==> config.mk <==
export PLATFORM = sky130hd
export DESIGN_NAME = seu_mon_rdout_arb
export DESIGN_NICKNAME = d
export VERILOG_FILES = /design/src/rtl/seu_mon_rdout_arb.sv
export SDC_FILE = /design/constraint.sdc
export NUM_CORES = 1
export LEC_CHECK = 0
export BUFFER_PORTS_ARGS = -buffer_cell sky130_fd_sc_hd__buf_4
export CAP_MARGIN = 20
export CELL_PAD_IN_SITES_DETAIL_PLACEMENT = 1
export CELL_PAD_IN_SITES_GLOBAL_PLACEMENT = 1
export CORE_ASPECT_RATIO = 1.1
export CORE_UTILIZATION = 40
export DETAILED_ROUTE_END_ITERATION = 12
export PLACE_DENSITY_LB_ADDON = 0.1
export SKIP_CTS_REPAIR_TIMING = 1
export SLEW_MARGIN = 20
export SYNTH_ARGS = -nofsm -noshare
export SYNTH_HDL_FRONTEND = slang
export SYNTH_SLANG_ARGS = --single-unit
==> constraint.sdc <==
create_clock -name clk_i -period 8.4 [get_ports clk_i]
set_input_delay 1.68 -clock clk_i [delete_from_list [all_inputs] [get_ports clk_i]]
set_output_delay 1.68 -clock clk_i [all_outputs]
set_load 0.02 [all_outputs]
==> src/rtl/seu_mon_rdout_arb.sv <==
// Multi-lane SEU error-monitor readout: per-lane rising-edge capture with hit counts and timestamps,
// round-robin arbitration into a single registered FIFO write port, with run framing and heartbeats.
module seu_mon_rdout_arb #(
    parameter int unsigned LANES_G         = 2,
    parameter int unsigned READOUT_WIDTH_G = 32,
    parameter int unsigned HB_PERIOD_G     = 1024
) (
    input  logic                       clk_i,
    input  logic                       rst_n_i,
    input  logic                       enable_i,
    input  logic [LANES_G-1:0]         monitor_i,
    input  logic                       fifo_full_i,
    input  logic                       fifo_almst_full_i,
    output logic                       fifo_wr_o,
    output logic [READOUT_WIDTH_G-1:0] fifo_data_o,
    output logic                       busy_o,
    output logic [15:0]                drop_cnt_o
);

    localparam int unsigned PTR_W    = (LANES_G > 1) ? $clog2(LANES_G) : 1;
    localparam logic [31:0] HB_LAST  = (HB_PERIOD_G > 0) ? 32'(HB_PERIOD_G - 1) : 32'd0;
    localparam logic [5:0]  LANE_MAX = 6'(LANES_G - 1);
    localparam logic [15:0] HB_FIELD = 16'(HB_PERIOD_G);

    typedef enum logic [1:0] {S_IDLE, S_RUN, S_STOP} state_t;

    state_t             state_q, state_d;
    logic [LANES_G-1:0] mon_q, mon_d;
    logic [LANES_G-1:0] pending_q, pending_d;
    logic [7:0]         hit_q    [LANES_G];
    logic [7:0]         hit_d    [LANES_G];
    logic [15:0]        cap_ts_q [LANES_G];
    logic [15:0]        cap_ts_d [LANES_G];
    logic [31:0]        ts_q, ts_d;
    logic [31:0]        div_q, div_d;
    logic [PTR_W-1:0]   ptr_q, ptr_d;
    logic               start_pend_q, start_pend_d;
    logic               trl_pend_q, trl_pend_d;
    logic               hb_pend_q, hb_pend_d;
    logic [15:0]        drop_cnt_q, drop_cnt_d;
    logic               fifo_wr_q, fifo_wr_d;
    logic [31:0]        fifo_data_q, fifo_data_d;

    logic [LANES_G-1:0] rise;
    logic               can_wr;
    logic               gnt_start, gnt_trl, gnt_hb, gnt_lane;
    logic               lane_hi_vld, lane_lo_vld;
    logic [PTR_W-1:0]   lane_hi_idx, lane_lo_idx, lane_idx;
    logic [16:0]        drop_sum;

    assign rise = monitor_i & ~mon_q;
    assign mon_d = monitor_i;

    // Round-robin: lowest pending lane above ptr wins, else wrap to lowest pending lane at or below ptr.
    always_comb begin
        lane_hi_vld = 1'b0;
        lane_lo_vld = 1'b0;
        lane_hi_idx = '0;
        lane_lo_idx = '0;
        for (int l = int'(LANES_G) - 1; l >= 0; l--) begin
            if (pending_q[l] && (l > int'(ptr_q))) begin
                lane_hi_vld = 1'b1;
                lane_hi_idx = PTR_W'(l);
            end
            if (pending_q[l] && (l <= int'(ptr_q))) begin
                lane_lo_vld = 1'b1;
                lane_lo_idx = PTR_W'(l);
            end
        end
        lane_idx = lane_hi_vld ? lane_hi_idx : lane_lo_idx;
    end

    assign can_wr    = (state_q != S_IDLE) && !fifo_almst_full_i && !fifo_full_i;
    assign gnt_start = can_wr && start_pend_q;
    assign gnt_trl   = can_wr && !start_pend_q && trl_pend_q;
    assign gnt_hb    = can_wr && !start_pend_q && !trl_pend_q && hb_pend_q;
    assign gnt_lane  = can_wr && !start_pend_q && !trl_pend_q && !hb_pend_q
                       && (lane_hi_vld || lane_lo_vld);

    // NOTE: every *_d gets its hold value first so no path through this block can infer a latch.
    always_comb begin
        state_d      = state_q;
        pending_d    = pending_q;
        hit_d        = hit_q;
        cap_ts_d     = cap_ts_q;
        ts_d         = ts_q;
        div_d        = div_q;
        ptr_d        = ptr_q;
        start_pend_d = start_pend_q && !gnt_start;
        trl_pend_d   = trl_pend_q && !gnt_trl;
        hb_pend_d    = hb_pend_q && !gnt_hb;
        drop_sum     = {1'b0, drop_cnt_q};
        fifo_wr_d    = 1'b0;
        fifo_data_d  = fifo_data_q;

        if (gnt_start) begin
            fifo_wr_d   = 1'b1;
            fifo_data_d = {2'b10, LANE_MAX, 8'h00, HB_FIELD};
        end else if (gnt_trl) begin
            fifo_wr_d   = 1'b1;
            fifo_data_d = {2'b11, 14'd0, drop_cnt_q};
        end else if (gnt_hb) begin
            fifo_wr_d   = 1'b1;
            fifo_data_d = {2'b01, ts_q[29:0]};
        end else if (gnt_lane) begin
            fifo_wr_d            = 1'b1;
            fifo_data_d          = {2'b00, 6'(lane_idx), hit_q[lane_idx], cap_ts_q[lane_idx]};
            pending_d[lane_idx]  = 1'b0;
            ptr_d                = lane_idx;
        end

        unique case (state_q)
            S_IDLE: begin
                if (enable_i) begin
                    state_d      = S_RUN;
                    start_pend_d = 1'b1;
                    ts_d         = '0;
                    div_d        = '0;
                    hit_d        = '{default: '0};
                    drop_sum     = '0;
                end
            end
            S_RUN: begin
                ts_d = ts_q + 32'd1;
                for (int l = 0; l < int'(LANES_G); l++) begin
                    if (rise[l]) begin
                        // A new edge on a still-pending lane overwrites it; losing the older event is a drop.
                        if (pending_q[l] && !(gnt_lane && (lane_idx == PTR_W'(l))))
                            drop_sum = drop_sum + 17'd1;
                        pending_d[l] = 1'b1;
                        cap_ts_d[l]  = ts_q[15:0];
                        if (hit_q[l] != 8'hFF)
                            hit_d[l] = hit_q[l] + 8'd1;
                    end
                end
                if (HB_PERIOD_G != 0) begin
                    if (div_q == HB_LAST) begin
                        div_d     = '0;
                        hb_pend_d = 1'b1;
                    end else begin
                        div_d = div_q + 32'd1;
                    end
                end
                if (!enable_i) begin
                    state_d   = S_STOP;
                    hb_pend_d = 1'b0;
                end
            end
            S_STOP: begin
                ts_d = ts_q + 32'd1;
                if ((pending_q == '0) && !start_pend_q && !trl_pend_q)
                    trl_pend_d = 1'b1;
                if (gnt_trl)
                    state_d = S_IDLE;
            end
            default: state_d = S_IDLE;
        endcase

        drop_cnt_d = drop_sum[16] ? 16'hFFFF : drop_sum[15:0];
    end

    // NOTE: the per-lane arrays are small register files, so they are reset along with the rest of the state.
    always_ff @(posedge clk_i or negedge rst_n_i) begin
        if (!rst_n_i) begin
            state_q      <= S_IDLE;
            mon_q        <= '0;
            pending_q    <= '0;
            hit_q        <= '{default: '0};
            cap_ts_q     <= '{default: '0};
            ts_q         <= '0;
            div_q        <= '0;
            ptr_q        <= '0;
            start_pend_q <= 1'b0;
            trl_pend_q   <= 1'b0;
            hb_pend_q    <= 1'b0;
            drop_cnt_q   <= '0;
            fifo_wr_q    <= 1'b0;
            fifo_data_q  <= '0;
        end else begin
            state_q      <= state_d;
            mon_q        <= mon_d;
            pending_q    <= pending_d;
            hit_q        <= hit_d;
            cap_ts_q     <= cap_ts_d;
            ts_q         <= ts_d;
            div_q        <= div_d;
            ptr_q        <= ptr_d;
            start_pend_q <= start_pend_d;
            trl_pend_q   <= trl_pend_d;
            hb_pend_q    <= hb_pend_d;
            drop_cnt_q   <= drop_cnt_d;
            fifo_wr_q    <= fifo_wr_d;
            fifo_data_q  <= fifo_data_d;
        end
    end

    assign fifo_wr_o   = fifo_wr_q;
    assign fifo_data_o = READOUT_WIDTH_G'(fifo_data_q);
    assign busy_o      = (state_q != S_IDLE);
    assign drop_cnt_o  = drop_cnt_q;

endmodule

==> impl_results.md, run 1 <==
- Hold path startpoint: fifo_data_o[23]
- Mapped Area: ~9000 sq um
- Slew @ Worst Pin: 1.04 ns
- Status: complete, no violations
- Yosys warns: 0
- Relative slew slack: 30.6%
- Crit path max-delay cell type: or3_1
- Seq pwr share: 39.1%
- FF-to-FF setup slack: 4.65 ns
- Clock transition at path regs: 0.07 ns
- EDFF count, synth: 0
- Placed cells: 1,304
- P&R area growth vs syn: 13.6%
- Minimum clock period: 4.31 ns
- Cells after Synth: 1,002
- Die H: around 160 microns
- Final slew viol count: 0
- Switch Pwr: between 1 and 1.5 mW
- Setup violations, final: 0
- Highest Clock Rate: 232 MHz
- Register area share after synthesis: ~47%
- # IOs: 57
- Commonest non-fill, non-tap cell in the layout: dfrtp_1
- Post-route design area: ~10,000 sq um
- Final RePlAce weighted congestion: 0.793
- P_leak: 4.40 nW
- Final worst setup slack: 4.09 ns
- Vias in the first global route: between 8k and 9k
- Num rows: 57
- Leading area contributor after synthesis: dfrtp_1
- Worst-path fanout max: 16
- Reg2reg start: state_q[0]
- Syn_nets: around 1k
- Post-synthesis register bit count: 169
- Synth cell types: 69
- Peak VDD IR: 0.153 mV
- Post-synth top area share: about 47%
- Hold Crit Endpoint: fifo_data_o[23]
- Main synth FF type: dfrtp_1
- Max clock buf depth: 2
- Crit path kind: in -> reg
- Clock network power share: between 30% and 40%
- Critical Path RT: 8.68 ns
- PwrDens: between 200 and 300 nW/um^2
- Critical Path End Type: register
- Post-Layout Cell Count: 1,337
- Unrepaired setup endpoints after global routing: false
- CTS sink count: 169
- DPL Wire Length: 17,500 microns
- Period utilization: 51.3%
- Total CTS buffers: 17
- Die width: 145 microns
- Synth async-reset ratio: between 90% and 100%
- Sw Share: 40.5%
- Reg area: between 4000 and 5000 sq um
- Min Hold Slack: 0.485 ns
- Antenna violations before repair: 0
- Initial cell density of the core: roughly two fifths
- Startpoint types: input port
- Reg2reg end: drop_cnt_o[13]
- Maxcap violations: 0
- Critical-path cell list: buf_4 -> or3_1 -> nor2_1 -> a21boi_0 -> mux2_2 -> ha_1 -> nand2_1 -> nor3_4 -> o2111a_1 -> a21oi_4 -> o2111ai_1
- Routed WL: 25,800 microns
- Hold crit path type: reg -> reg
- Clock Skew: approximately 0.016 ns
- Most frequent cells in the layout: 169 x dfrtp_1, 148 x nand2_1, 108 x o21ai_0, 70 x nor2_1, 67 x buf_4
- Fillers: 2,623
- Post-route ant nets: 0
- Main area contributors after synthesis: dfrtp_1 47%, nand2_1 6.2%, o21ai_0 6.0%
- Final hold violations: 0
- Worst path max stage delay: 0.59 ns
- Place WS: between 3 and 4 ns
- Gr ovfl total: 0
- Multi-input logic area: between 4000 and 5000 sq um
- Core Region: around 22,000 sq um
- Die area: 23,100 sq um
- CTS root buffer: clkbuf_16
- Via count: 7,686
- TritonCTS clock tree: built
- Via-per-instance ratio: 5.75
- Cells on worst reg2reg path: 12
- Setup TNS: 0 ns
- Data arrival, critical path: 4.59 ns
- Int Pwr: about 1.5 mW
- Synth Area per Inst: 8.98 sq um
- IO buf count: 56
- Combinational share of power: 30.7%
- Placement Cell Area: 9640 sq um
- Final nets: 1,044
- Iter 0 DRT Violations: 328
- Worst skew pair latency: 0.44 ns
- Drt first pass iters: 4
- Largest net degree at the start of global routing: 66
- Hold path depth: 2
- First-pass GRT wire length: 43,400 microns
- Overall Global Routing Usage: 23.6%
- H-tree levels: 4
- Layout cells sized above 1: ~14%
- WL per Instance: between 15 and 20 microns
- DR DRC count: 0
[cell type report]
type	count	area share, %
inverter	27	0.992
clock buffer	17	4.16
clock inverter	15	1.51
tap	295	3.61
sequential	169	41.4
timing repair buffer	69	5.08
multi-input combinational	744	43.2
antenna	1	0.0245
[flip-flops by register name (all words and copies together) (netlist names), 16 cells and up]
signal,count
fifo_data_o,32
drop_cnt_o,16
hit_q,16
div_q,32
ts_q,30
cap_ts_q,32
[cells by family after synthesis]
kind of cell               synth area share [%]
AOI/OAI and AO/OA                          18.2
adders and majority gates                  1.25
buffers and inverters                      3.98
and+or+nand+nor                            22.0
DFF                                        47.0
muxes                                      3.84
xor gates and xnor gates                   3.70
[synthesized netlist by cell type, drive strengths merged, types with 10 or more instances]
master,number
dfrtp,169
nand2,148
o21ai,109
nor2,72
a21oi,61
clkbuf,53
nand3,39
nand4,29
mux2,28
inv,27
a22oi,21
nor3,20
xor2,20
and3,19
nor4,18
xnor2,18
or3,14
nor2b,12
o31ai,10
[how the worst max path moves through the flow]
stage	startpoint	to	slack [ns]	cells past startpoint
2_1_floorplan	fifo_almst_full_i	drop_cnt_o[14]	4.16	12
3_3_place_gp	fifo_almst_full_i	drop_cnt_o[8]	3.75	11
3_5_place_dp	fifo_almst_full_i	drop_cnt_o[1]	3.65	11
4_1_cts	fifo_almst_full_i	drop_cnt_o[13]	4.11	11
5_1_grt	fifo_almst_full_i	drop_cnt_o[8]	3.91	11
6_report	fifo_almst_full_i	drop_cnt_o[13]	4.09	11
[metal layers]
metal  GRT usage [%]  up-vias  routed length [microns]
li1                -     3661                        -
met1            31.7     3906                    12400
met2            39.1       84                    12200
met3            3.01       35                      572
met4            8.32        0                      571
met5               0        -                        0
[metrics by stage]
step | utilization (%) | power [mW]
4_1_cts | 46.2 | 2.62
3_5_place_dp | 43.6 | 1.83
5_1_grt | 46.2 | 2.74
6_report | 46.2 | 2.59
3_3_place_gp | 43.6 | 1.81
2_1_floorplan | - | 1.53
[power by group through the flow]
stage	sequential, mW	combinational, mW	clock, mW
after floorplan	1.01	0.517	0
after global placement	1.02	0.789	0
after detailed placement	1.03	0.803	0
after CTS	1.01	0.806	0.801
after global routing	1.03	0.883	0.832
final	1.01	0.794	0.784
[critical path: cells and delay by family]
kind | cells | cell delay, ns
multiplexers | 1 | 0.38
AO/OA/AOI/OAI | 4 | 1.07
adder cells (fa/ha/maj) | 1 | 0.19
buffers and inverters | 1 | 0.11
AND/OR/NAND/NOR | 4 | 1.16
No activity file was read; power rests on OpenSTA's default activity.
==> inputs of run 2 (changes only) <==
==> constraint.sdc (replaced) <==
create_clock -name clk_i -period 4.1 [get_ports clk_i]
set_input_delay 0.82 -clock clk_i [delete_from_list [all_inputs] [get_ports clk_i]]
set_output_delay 0.82 -clock clk_i [all_outputs]
set_load 0.02 [all_outputs]
==> impl_results.md, run 2 (same netlist as run 1, synthesis figures left out) <==
- Status: complete, no violations
- Via-per-instance ratio: approximately 5.7
- Slew @ Worst Pin: 1.04 ns
- Antenna violations before repair: 0
- Critical Path End Type: register
- Most frequent cells in the layout: 169 x dfrtp_1, 148 x nand2_1, 108 x o21ai_0, 78 x buf_4, 70 x nor2_1
- TritonCTS clock tree: built
- DPL Wire Length: approximately 18,000 microns
- CP bufs+invs: 1
- CP top delay family: compound AO/OA/AOI/OAI gates
- Setup violations, final: 0
- Via count: 7,690
- Gr ovfl total: 0
- Critical Path RT: about 4.4 ns
- Commonest non-fill, non-tap cell in the layout: dfrtp_1
- Setup TNS: 0 ns
- Total CTS buffers: 17
- Drt first pass iters: 5
- Total power: ~5.4 mW
- Highest Clock Rate: 297 MHz
- N_diodes: 0
- Startpoint types: register
- Min Hold Slack: 0.470 ns
- Relative slew slack: 30.6%
- Crit path kind: reg -> reg
- Largest net degree at the start of global routing: 90
- Period utilization: 82.2%
- Worst skew pair latency: 0.43 ns
- Overall Global Routing Usage: 23.9%
- Routed WL: 26,100 microns
- Hold crit path type: in -> async
- P_leak: between 4 and 5 nW
- Die area: 23,100 sq um
- H-tree levels: 4
- Clock Skew: between 0.01 and 0.015 ns
- Peak VDD IR: 0.319 mV
- P&R area growth vs syn: 14.9%
- Num rows: 57
- Die width: 145 microns
- Critical-path cell list: inv_1 -> ha_1 -> or3_1 -> nor2_1 -> a21boi_0 -> mux2_2 -> ha_1 -> nand2_1 -> nor3_4 -> o2111a_1 -> a21oi_4 -> o2111ai_1
- Iter 0 DRT Violations: 331
- CTS sink count: about 170
- Max clock buf depth: 2
- Clock transition at path regs: 0.08 ns
- IO buf count: 56
- DR DRC count: 0
- Unrepaired setup endpoints after global routing: false
- CTS root buffer: clkbuf_16
- Vias in the first global route: 8,143
- # IOs: 57
- Crit path max-delay cell type: a21oi_4
- Worst path max stage delay: between 0.4 and 0.5 ns
- Place WS: 0.543 ns
- Layout cells sized above 1: ~15%
- Final RePlAce weighted congestion: 0.792
- Initial cell density of the core: 40.7%
- WL per Instance: 19.4 microns
- Top cell by count, worst path: ha_1
- Data arrival, critical path: ~3.7 ns
- PwrDens: 527 nW/um^2
- Worst-path fanout max: 16
- Final worst setup slack: 0.729 ns
- Final Util: between 40% and 50%
- Minimum clock period: 3.37 ns
- Post-route ant nets: 0
- First-pass GRT wire length: 43,900 microns
- Final slew viol count: 0
- Maxcap violations: 0
- Final nets: 1,054
- Die H: 159 microns
- Final hold violations: 0
- Core Region: 22,100 sq um
==> run 2: changes by cell type in the layout (fill, tap and decap cells not counted), sizes merged <==
cell / previous run / this run
inv: 36 / 33
diode: 1 / 0
clkinvlp: 3 / 1
buf: 69 / 79
clkinv: 3 / 4
bufinv: 0 / 3
clkbuf: 17 / 18
==> run 2: worst paths after layout <==
kind | start | endpoint | slack (ns) | cells past startpoint
max | state_q[0] | drop_cnt_o[13] | 0.73 | 12
min | rst_n_i | drop_cnt_o[7] | 0.47 | 1
max reg2reg | state_q[0] | drop_cnt_o[13] | 0.73 | 12
min reg2reg | div_q[6] | div_q[6] | 0.47 | 1
max in group asynchronous | rst_n_i | fifo_data_o[26] | 2.76 | 2
min in group clk_i | div_q[6] | div_q[6] | 0.47 | 1
==> run 2: final cells by class <==
class,count,area (sq um)
Sequential cell,169,4230
Fill cell,2606,11800
Clock inverter,14,186
Inverter,27,101
Timing Repair Buffer,79,597
Tap cell,295,369
Clock buffer,18,429
Multi-Input combinational cell,744,4420
==> run 2: layer usage <==
| layer | vias up | track usage [%] | share of wire, % |
|---|---|---|---|
| met5 | - | 0 | 0 |
| met4 | 0 | 5.46 | 1.1 |
| met3 | 22 | 3.95 | 3.2 |
| met2 | 111 | 40.5 | 49 |
| met1 | 3889 | 31.9 | 47 |
| li1 | 3668 | - | - |
==> run 2: report_power, final <==
part	leakage (nW)	switching [mW]	internal, mW	total, mW
Sequential	2.30	0.222	1.85	2.08
Clock	0.300	0.739	0.978	1.72
Combinational	1.87	1.13	0.523	1.65
Total	4.47	2.09	3.35	5.45
==> run 2: through the flow <==
stage	area [sq um]	std cells
floorplan	8990	1002
global placement	9720	1314
detailed placement	9720	1314
CTS	10300	1346
global route	10300	1346
finish	10300	1346
